==> config.mk <==
export PLATFORM = sky130hd
export DESIGN_NAME = lfsr_range_rng
export DESIGN_NICKNAME = d
export VERILOG_FILES = /design/src/rtl/lfsr_range_rng.sv
export SDC_FILE = /design/constraint.sdc
export NUM_CORES = 1
export LEC_CHECK = 0
export ABC_AREA = 1
export ABC_CLOCK_PERIOD_IN_PS = 1700
export CORE_MARGIN = 4
export CORE_UTILIZATION = 48
export CTS_CLUSTER_DIAMETER = 60
export DETAILED_ROUTE_END_ITERATION = 10
export PLACE_DENSITY_LB_ADDON = 0.12
export SLEW_MARGIN = 10
export SYNTH_ARGS = -nofsm -noshare
export SYNTH_HDL_FRONTEND = slang
export SYNTH_SLANG_ARGS = --single-unit
export TNS_END_PERCENT = 1
==> constraint.sdc <==
create_clock -name clk -period 1.7 [get_ports clk]
set_clock_uncertainty 0.15 [all_clocks]
set_input_delay 0.255 -clock clk [delete_from_list [all_inputs] [get_ports clk]]
set_output_delay 0.255 -clock clk [all_outputs]
set_load 0.03 [all_outputs]
==> src/rtl/lfsr_range_rng.sv <==
// ============================================================================
// lfsr_range_rng
// ----------------------------------------------------------------------------
// Purpose:
//   Fibonacci-LFSR random number generator that emits samples uniformly spread
//   over [OFFSET, OFFSET+RANGE-1]. Samples leave through a one-entry
//   valid/ready output register. Candidates of RW = max(1, clog2(RANGE)) low
//   LFSR bits that are >= RANGE are rejected rather than folded, so ranges that
//   are not a power of two stay unbiased.
//
//   The LFSR advances only on a load-condition cycle:
//   enable=1 and the output slot is empty or being consumed.
//   Because of this, the emitted sequence does not depend on backpressure or
//   on enable gaps.
//
// Optional feature (macro RNG_LOCKUP_RECOVER_EN):
//   When defined, an all-zero LFSR is reloaded with SEED on the next edge and
//   lockup_flag pulses for one cycle. When undefined, a zero LFSR stays at zero
//   and lockup_flag is tied low.
//
// Ports:
//   clk          in   rising-edge clock
//   reset        in   synchronous, active-high
//   enable       in   permits LFSR advance and sample capture
//   seed_load    in   one-cycle reload request (priority over everything else
//                     except reset)
//   seed_in      in   [WIDTH]  reload value; zero selects SEED instead
//   rand_ready   in   consumer accepts rand_value
//   rand_valid   out  rand_value holds an unconsumed sample
//   rand_value   out  [OUT_W]  OFFSET + accepted candidate
//   lockup_flag  out  one-cycle pulse on lockup recovery
// ============================================================================
module lfsr_range_rng #(
    parameter int WIDTH  = 10,
    parameter int SEED   = 340,
    parameter int OFFSET = 200,
    parameter int RANGE  = 16,
    parameter int OUT_W  = 11
) (
    input  logic             clk,
    input  logic             reset,
    input  logic             enable,
    input  logic             seed_load,
    input  logic [WIDTH-1:0] seed_in,
    input  logic             rand_ready,
    output logic             rand_valid,
    output logic [OUT_W-1:0] rand_value,
    output logic             lockup_flag
);

    // Tap masks. Tap t (1-based bit numbering) maps to vector bit t-1.
    function automatic logic [15:0] tap_mask(input int w);
        logic [15:0] m;
        case (w)
            4:       m = 16'h000C; // 4,3
            5:       m = 16'h0014; // 5,3
            6:       m = 16'h0030; // 6,5
            7:       m = 16'h0060; // 7,6
            8:       m = 16'h00B8; // 8,6,5,4
            9:       m = 16'h0110; // 9,5
            10:      m = 16'h0240; // 10,7
            11:      m = 16'h0500; // 11,9
            12:      m = 16'h0E08; // 12,11,10,4
            13:      m = 16'h1C80; // 13,12,11,8
            14:      m = 16'h3802; // 14,13,12,2
            15:      m = 16'h6000; // 15,14
            16:      m = 16'hD008; // 16,15,13,4
            default: m = 16'h0000;
        endcase
        return m;
    endfunction

    localparam int RW = (RANGE <= 2) ? 1 : $clog2(RANGE);
    localparam logic [15:0]      TAP_ALL  = tap_mask(WIDTH);
    localparam logic [WIDTH-1:0] TAPS     = TAP_ALL[WIDTH-1:0];
    localparam logic [WIDTH-1:0] SEED_W   = WIDTH'(SEED);
    localparam logic [RW:0]      RANGE_W  = (RW+1)'(RANGE);
    localparam logic [OUT_W-1:0] OFFSET_W = OUT_W'(OFFSET);

    // Parameter legality is checked at elaboration time.
    generate
        if (WIDTH < 4 || WIDTH > 16) begin : g_bad_width
            $error("lfsr_range_rng: WIDTH must be in 4..16");
        end
        if (SEED <= 0 || SEED >= (1 << WIDTH)) begin : g_bad_seed
            $error("lfsr_range_rng: SEED must be non-zero and below 2^WIDTH");
        end
        if (RANGE < 1 || RANGE > (1 << (WIDTH - 1))) begin : g_bad_range
            $error("lfsr_range_rng: RANGE must be in 1..2^(WIDTH-1)");
        end
        if ((OFFSET + RANGE - 1) >= (1 << OUT_W)) begin : g_bad_outw
            $error("lfsr_range_rng: OUT_W too narrow for OFFSET+RANGE-1");
        end
    endgenerate

    typedef enum logic [1:0] {
        IDLE   = 2'd0,
        SEARCH = 2'd1,
        FULL   = 2'd2
    } state_t;

    state_t           state_reg, state_next;
    logic [WIDTH-1:0] lfsr_reg, lfsr_next;
    logic [OUT_W-1:0] value_reg, value_next;

    // Feedback: XOR of the tapped bits.
    logic [WIDTH-1:0] tapped;
    genvar gi;
    generate
        for (gi = 0; gi < WIDTH; gi++) begin : g_tap
            assign tapped[gi] = lfsr_reg[gi] & TAPS[gi];
        end
    endgenerate

    logic          fb;
    logic [RW-1:0] candidate;
    logic          accept;
    logic          valid;
    logic          load;

    assign fb        = ^tapped;
    assign candidate = lfsr_reg[RW-1:0];
    assign accept    = ({1'b0, candidate} < RANGE_W);
    assign valid     = (state_reg == FULL);
    assign load      = enable && (!valid || rand_ready);

`ifdef RNG_LOCKUP_RECOVER_EN
    logic lockup_flag_reg, lockup_flag_next;
`endif

    always_comb begin
        state_next = state_reg;
        lfsr_next  = lfsr_reg;
        value_next = value_reg;
`ifdef RNG_LOCKUP_RECOVER_EN
        lockup_flag_next = 1'b0;
`endif
        if (seed_load) begin
            // A handshake coinciding with the reload still counts as a transfer.
            lfsr_next  = (seed_in == '0) ? SEED_W : seed_in;
            state_next = enable ? SEARCH : IDLE;
        end
`ifdef RNG_LOCKUP_RECOVER_EN
        else if (lfsr_reg == '0) begin
            // No sample is drawn from the zero state; the held sample keeps
            // its normal handshake behaviour.
            lfsr_next        = SEED_W;
            lockup_flag_next = 1'b1;
            if (!valid || rand_ready) begin
                state_next = enable ? SEARCH : IDLE;
            end
        end
`endif
        else if (load) begin
            lfsr_next = {lfsr_reg[WIDTH-2:0], fb};
            if (accept) begin
                value_next = OFFSET_W + OUT_W'(candidate);
                state_next = FULL;
            end else begin
                state_next = SEARCH;
            end
        end else if (!enable) begin
            // A held sample may still drain while disabled.
            if (!valid || rand_ready) begin
                state_next = IDLE;
            end
        end
    end

    always_ff @(posedge clk) begin
        if (reset) begin
            state_reg <= IDLE;
            lfsr_reg  <= SEED_W;
            value_reg <= '0;
        end else begin
            state_reg <= state_next;
            lfsr_reg  <= lfsr_next;
            value_reg <= value_next;
        end
    end

`ifdef RNG_LOCKUP_RECOVER_EN
    always_ff @(posedge clk) begin
        if (reset) begin
            lockup_flag_reg <= 1'b0;
        end else begin
            lockup_flag_reg <= lockup_flag_next;
        end
    end
    assign lockup_flag = lockup_flag_reg;
`else
    assign lockup_flag = 1'b0;
`endif

    assign rand_valid = valid;
    assign rand_value = value_reg;

endmodule

After elaboration in Yosys (flattened, before gate mapping):

Index checks and enable logic that the tools add are counted.
Widths: inputs -> output; s select.

* flip-flop bits (word level): 23
* bits in latches: 0
* bits in writable memories: 0
* ROM bits: 0
* input bits: 15
* output and inout bits: 13
* word-level logic and storage cells: 24
* memories: 0

* add/subtract/negate cells: 1
* multiply operators: 0
* div/mod/pow operators: 0
* magnitude comparators: 0
* equality and inequality tests: 2
* shift operators: 0
* mux-type cells: 8
* bitwise logic cells: 1
* reductions and logical operators: 9

Operator list (count)
* $mux 10: 3
* $logic_not 10->1: 1
* $reduce_xor 10->1: 1
* $add 8x4->9 const A: 1
* $mux 2: 4
* $reduce_and 2->1: 2
* $ne 3x1->1 const B: 1
* $reduce_bool 3->1: 1
* $eq 2x2->1 const B: 1
* $reduce_bool 2->1: 1
* $logic_and 1x1->1: 1
* $logic_not 1->1: 1
* $logic_or 1x1->1: 1
* $mux 1: 1
* $not 1->1: 1

Depth between registers and ports, before layout:

Gate-level depths: netlist of the first run.

* depth after elaboration: 7
* mapped depth: 7
* mapped depth without buffers: 7

Least setup slack after synthesis of the first run:

No wires, ideal clock.

* path type: register -> output
* start point: reg state_reg[1]
* end point: out rand_valid
* arrival: 0.800 ns
* data required time: 1.295 ns
* slack: 0.495 ns
* cell stages (with the launch flop): 3
* path buffers: 0
* cells stage by stage: dfxtp_1 inv_1 nor2_1

* cells in the longest elaborated chain, start to end: 1

RTL lines
* start: declaration: RTL line 102 `state_t state_reg, state_next;`
* start signal: assignment: RTL line 176 `state_reg <= state_next;`
* $eq 2x2->1: RTL line 124 `assign valid = (state_reg == FULL);`
* end: declaration: RTL line 46 `output logic rand_valid,`

Every way passes these cells.

Final worst setup path of the first run:

Ends and elaborated chain as after synthesis.

==> results.json, run 1 <==
{
  "clkTransAtPathRegs_ns": 0.10,
  "final_area_um2": 1130,
  "dieArea_um2": 2600,
  "grt_pass1_vias": 758,
  "cts_root_buf": "clkbuf_4",
  "drc": 0,
  "dpl.cell_count": 170,
  "avgSynthCellArea_um2": 7.04,
  "rows": 15,
  "end_kind": "output pin",
  "yosys_warnings": 0,
  "core_area_um2": 1750,
  "grt_max_degree": 17,
  "start_util": 0.508,
  "ys.flop_type": "dfxtp_1",
  "irDropWorstVdd_v": 0.000489,
  "final_nets": 165,
  "hold_class": "reg -> reg",
  "track_usage": 0.157,
  "status": "complete, no violations",
  "worst-setup-path-type": "reg -> out",
  "clock-sinks": 18,
  "worstSetupStartpointType": "register",
  "drtIter0Drc": 11,
  "dieWidth_um": 51.0,
  "first_pass_iters": 4,
  "instances_no_fill": 174,
  "grt_pass1_wl_um": 3120,
  "area_growth_pct": 27.6,
  "ant_nets": 0,
  "wirelength_um": 1860,
  "timing.setup.tns_ns": 0,
  "ctsHoldBuffers": 0,
  "cts_buffer_depth": 2,
  "synth_area_um2": 887,
  "drive_gt1_frac": 0.0805,
  "synth.distinct_cells": 21,
  "setup_viol_count_final": 0,
  "dpl-instance-area_um2": 1110,
  "dp_hpwl_um": 1470,
  "rsz0062_at_grt": "no",
  "async_flop_share": 0,
  "antenna_found_initial": 0,
  "drv_cap": 0,
  "synth_enable_flop_cells": 0,
  "critPathMaxFanout": 2,
  "post-cts-setup-buffers": 0,
  "whs_path_depth": 2,
  "via_per_inst": 4.78,
  "num_vias": 832,
  "numCtsBuffers": 3,
  "clkLatencyLatePin_ns": 0.29,
  "critPathRequiredTime_ns": 1.29,
  "cp.arrival_ns": 1.19,
  "reg2reg_depth": 6,
  "synth_seq_area_share": 0.406,
  "io_buffers": 22,
  "place_congestion": 0.849,
  "largest_reg_flops": 10,
  "drv_slew": 0,
  "diodes": 0,
  "wire_per_inst_um": 10.7,
  "p_leak_nw": 0.554,
  "period_needed_ns": 1.60,
  "grt_overflow": 0,
  "hold_viol_final": 0,
  "dieHeight_um": 51.0,
  "h-tree-depth": 1,
  "syn_inst": 126,
  "ios": 28,
  "synth-seq-cells": 18,
  "powerDensity_nw_per_um2": 807,
  "max_freq_ghz": 0.626,
  "cts_tree": "yes",
  "period_share": 0.940
}
-- metrics by stage --
step | power (mW) | utilization | hold slack (ns) | setup WS (ns)
after floorplan | 0.604 | - | 0.243 | 0.495
after global placement | 0.665 | 0.634 | 0.292 | 0.0657
after detailed placement | 0.669 | 0.634 | 0.292 | 0.0229
after CTS | 0.922 | 0.649 | 0.308 | 0.0780
after global routing | 0.957 | 0.649 | 0.321 | 0.0465
final | 0.914 | 0.649 | 0.311 | 0.102
-- synth_stat cells, types with 2 or more instances --
cell	n	share of area
a21oi_1	9	0.051
dfxtp_1	18	0.41
buf_2	2	0.011
inv_1	12	0.051
nand2_1	29	0.12
nand3_1	8	0.045
o21ai_0	6	0.034
buf_4	6	0.051
nor3_1	2	0.011
nand2_4	2	0.025
nor2_1	18	0.076
nand4_1	5	0.035
-- metal layers --
metal	wire length [µm]	track usage	share of wire	vias to the layer above
li1	-	-	-	443
met1	834	0.190	0.45	369
met2	906	0.262	0.49	18
met3	102	0.0292	0.055	2
met4	17	0.0807	0.0091	0
met5	0	0	0	-
-- cell usage in the layout, fill, tap and decap left out, drive strengths merged --
| cell type | n |
|---|---|
| nand2 | 31 |
| a211oi | 1 |
| clkbuf | 4 |
| a21oi | 9 |
| nor3 | 2 |
| nand3 | 10 |
| inv | 13 |
| nor2 | 18 |
| xor2 | 1 |
| buf | 3 |
| dfxtp | 18 |
| dlygate4sd2 | 8 |
| o21ai | 7 |
| nand4 | 5 |
| conb | 5 |
| clkdlybuf4s50 | 14 |
-- path summary, 6_finish.rpt --
check | start | end | slack [ns]
worst max-delay path | state_reg[1]$_SDFFE_PP0P_ | rand_valid | 0.10
worst min register to register | rand_value[3]$_SDFFE_PP0P_ | rand_value[3]$_SDFFE_PP0P_ | 0.31
worst min-delay path | rand_value[3]$_SDFFE_PP0P_ | rand_value[3]$_SDFFE_PP0P_ | 0.31
worst max register to register | state_reg[0]$_SDFFE_PP0P_ | lfsr_reg[0]$_SDFFE_PP0P_ | 0.46
-- repair_timing --
action,4_1_cts,5_1_grt
gates resized for setup,8,0
hold endpoints to repair,0,0
endpoints found under the setup margin,8,0
-- cell families (layout without fill, tap and decap cells) --
family                 count (synthesis)  after routing  synth area share
AO/OA/AOI/OAI                         17             17            0.0987
other                                  1              5           0.00423
flip-flops                            18             18             0.406
XOR/XNOR                               1              1           0.00987
AND/OR/NAND/NOR                       66             66             0.347
buffers and inverters                 23             42             0.134
-- layout make-up --
class                      count  area [µm²]
clock buffer                   4        36.3
fill                         175         613
inverter                      13        48.8
multi-input combinational     89         423
sequential                    18         360
tap                           25        31.3
timing repair buffer          25         233
-- worst max-delay path, stage by stage (launching register included) --
cell,delay (ns)
dfxtp_1,0.39
inv_1,0.05
nor2_1,0.07
dlygate4sd2_1,0.40
-- power breakdown --
part           leakage [nW]  switching [mW]  internal (mW)
Combinational         0.384           0.110         0.0748
Sequential            0.149          0.0166          0.450
Clock                0.0210           0.132          0.130
Total                 0.554           0.258          0.656
No activity file was read; power rests on OpenSTA's default activity.
==> run 2, diff against run 1 <==
--- a/config.mk
+++ b/config.mk
@@ -7,6 +7,7 @@
 export LEC_CHECK = 0
 export ABC_AREA = 1
 export ABC_CLOCK_PERIOD_IN_PS = 1700
+export CORE_ASPECT_RATIO = 1.1
 export CORE_MARGIN = 4
 export CORE_UTILIZATION = 48
 export CTS_CLUSTER_DIAMETER = 60
==> run 2 against run 1 <==
Compared with the run above: power is 0.27% lower; sequential power hardly changed; first-iteration DRC count is 9.1% higher; via count is 2.3% higher; sequential cell count stayed put; global-route usage is 1.5 points lower.
==> results.json, run 2 (same netlist as run 1, synthesis figures left out) <==
{
  "io_buffers": 22,
  "hold_class": "reg -> reg",
  "diodes": 0,
  "via_per_inst": 5.07,
  "wirelength_um": 1770,
  "setup_viol_count_final": 0,
  "path_cells": "dlygate4sd2_1",
  "dpl_worst_slack_ns": 0.0554,
  "crit_family": "buffers and inverters",
  "critPathRequiredTime_ns": 1.29,
  "grt_pass1_vias": 741,
  "largest_reg_flops": 10,
  "ant_nets": 0,
  "powerDensity_nw_per_um2": 808,
  "worstSetupStartpointType": "register",
  "final_area_um2": 1130,
  "max_freq_ghz": 0.689,
  "dieHeight_um": 53.1,
  "drv_cap": 0,
  "dpl-instance-area_um2": 1100,
  "cts_root_buf": "clkbuf_4",
  "dieWidth_um": 49.0,
  "hold_viol_final": 0,
  "ios": 28,
  "cpPeakStageDelay_ns": 0.42,
  "drv_slew": 0,
  "cts_tree": "yes",
  "core_area_um2": 1760,
  "ctsHoldBuffers": 0,
  "power_mw": 0.911,
  "instances_no_fill": 168,
  "seqPwrFrac": 0.512,
  "final_nets": 166,
  "first_pass_iters": 4,
  "irDropWorstVdd_v": 0.000459,
  "p_comb_frac": 0.203,
  "clkLatencyLatePin_ns": 0.29,
  "crit_buf_inv": 1,
  "clkTransAtPathRegs_ns": 0.10,
  "area_growth_pct": 27.1,
  "antenna_found_initial": 0,
  "num_vias": 851,
  "pwr-share-clk": 0.285,
  "drive_gt1_frac": 0.0933,
  "status": "complete, no violations",
  "period_share": 0.853,
  "rsz0062_at_grt": "no",
  "power.switching_mw": 0.255,
  "hp-start": "rand_value[3]$_SDFFE_PP0P_",
  "drtIter0Drc": 12,
  "rows": 16,
  "timing.setup.tns_ns": 0,
  "grt_overflow": 0,
  "regToRegStartpoint": "state_reg[1]$_SDFFE_PP0P_",
  "p_leak_nw": 0.556,
  "multi_input_area_um2": 423,
  "cp.arrival_ns": 1.05,
  "finalWorstSetupSlack_ns": 0.249,
  "period_needed_ns": 1.45,
  "h-tree-depth": 1,
  "drc": 0,
  "final_common_cell": "nand2_1",
  "critPathMaxFanout": 2,
  "dpl.cell_count": 164,
  "clock-sinks": 18,
  "fin_util": 0.640,
  "switching_share": 0.279,
  "end_kind": "output pin",
  "numCtsBuffers": 3,
  "crit_path_start": "rand_value[3]$_SDFFE_PP0P_",
  "worst-setup-path-type": "reg -> out",
  "place_congestion": 0.781,
  "grt_max_degree": 14,
  "slowest_stage": "dlygate4sd2_1",
  "r2r_slack_ns": 0.46,
  "track_usage": 0.142,
  "intPower_mw": 0.657,
  "register_area_um2": 360,
  "finalHoldWorstSlack_ns": 0.312,
  "dieArea_um2": 2600,
  "dp_hpwl_um": 1440,
  "cts_buffer_depth": 2,
  "grt_pass1_wl_um": 2960,
  "start_util": 0.504,
  "fill_cells": 160,
  "wire_per_inst_um": 10.5,
  "most-common-layout-cells": "nand2_1 (29), nor2_1 (18), dfxtp_1 (18)"
}
[run 2: cell types whose count changed in the layout (fill, tap and decap cells not counted)]
cell / change
buf_4: +1
clkbuf_2: +1
dlygate4sd2_1: -1
[run 2: final cells by class]
class                      count  share of cell area
timing repair buffer          26               0.210
inverter                      13              0.0433
multi-input combinational     89               0.375
clock buffer                   4              0.0322
tap                           18              0.0200
sequential                    18               0.320
[run 2: per-layer routing]
metal,routed length [µm],up-vias,track usage
met2,897,19,0.272
met3,86,6,0.0225
met4,38,0,0.0673
li1,-,447,-
met5,0,-,0
met1,744,379,0.151
[run 2: final timing paths]
path                                 to  depth (start not counted)
max                       rand_value[3]                          1
min          rand_value[3]$_SDFFE_PP0P_                          2
max reg2reg    lfsr_reg[0]$_SDFFE_PP0P_                          5
min reg2reg  rand_value[3]$_SDFFE_PP0P_                          2
[run 2: power groups by stage]
stage / combinational, mW / clock, mW / sequential (mW)
2_1_floorplan: 0.117 / 0 / 0.487
3_3_place_gp: 0.190 / 0 / 0.476
3_5_place_dp: 0.193 / 0 / 0.477
4_1_cts: 0.186 / 0.268 / 0.467
5_1_grt: 0.205 / 0.290 / 0.471
6_report: 0.185 / 0.260 / 0.467
[run 2: repair_timing]
item / 4_1_cts / 5_1_grt
endpoints found under the setup margin: 8 / 1
gates resized for setup: 8 / 2
setup buffers: 0 / 0
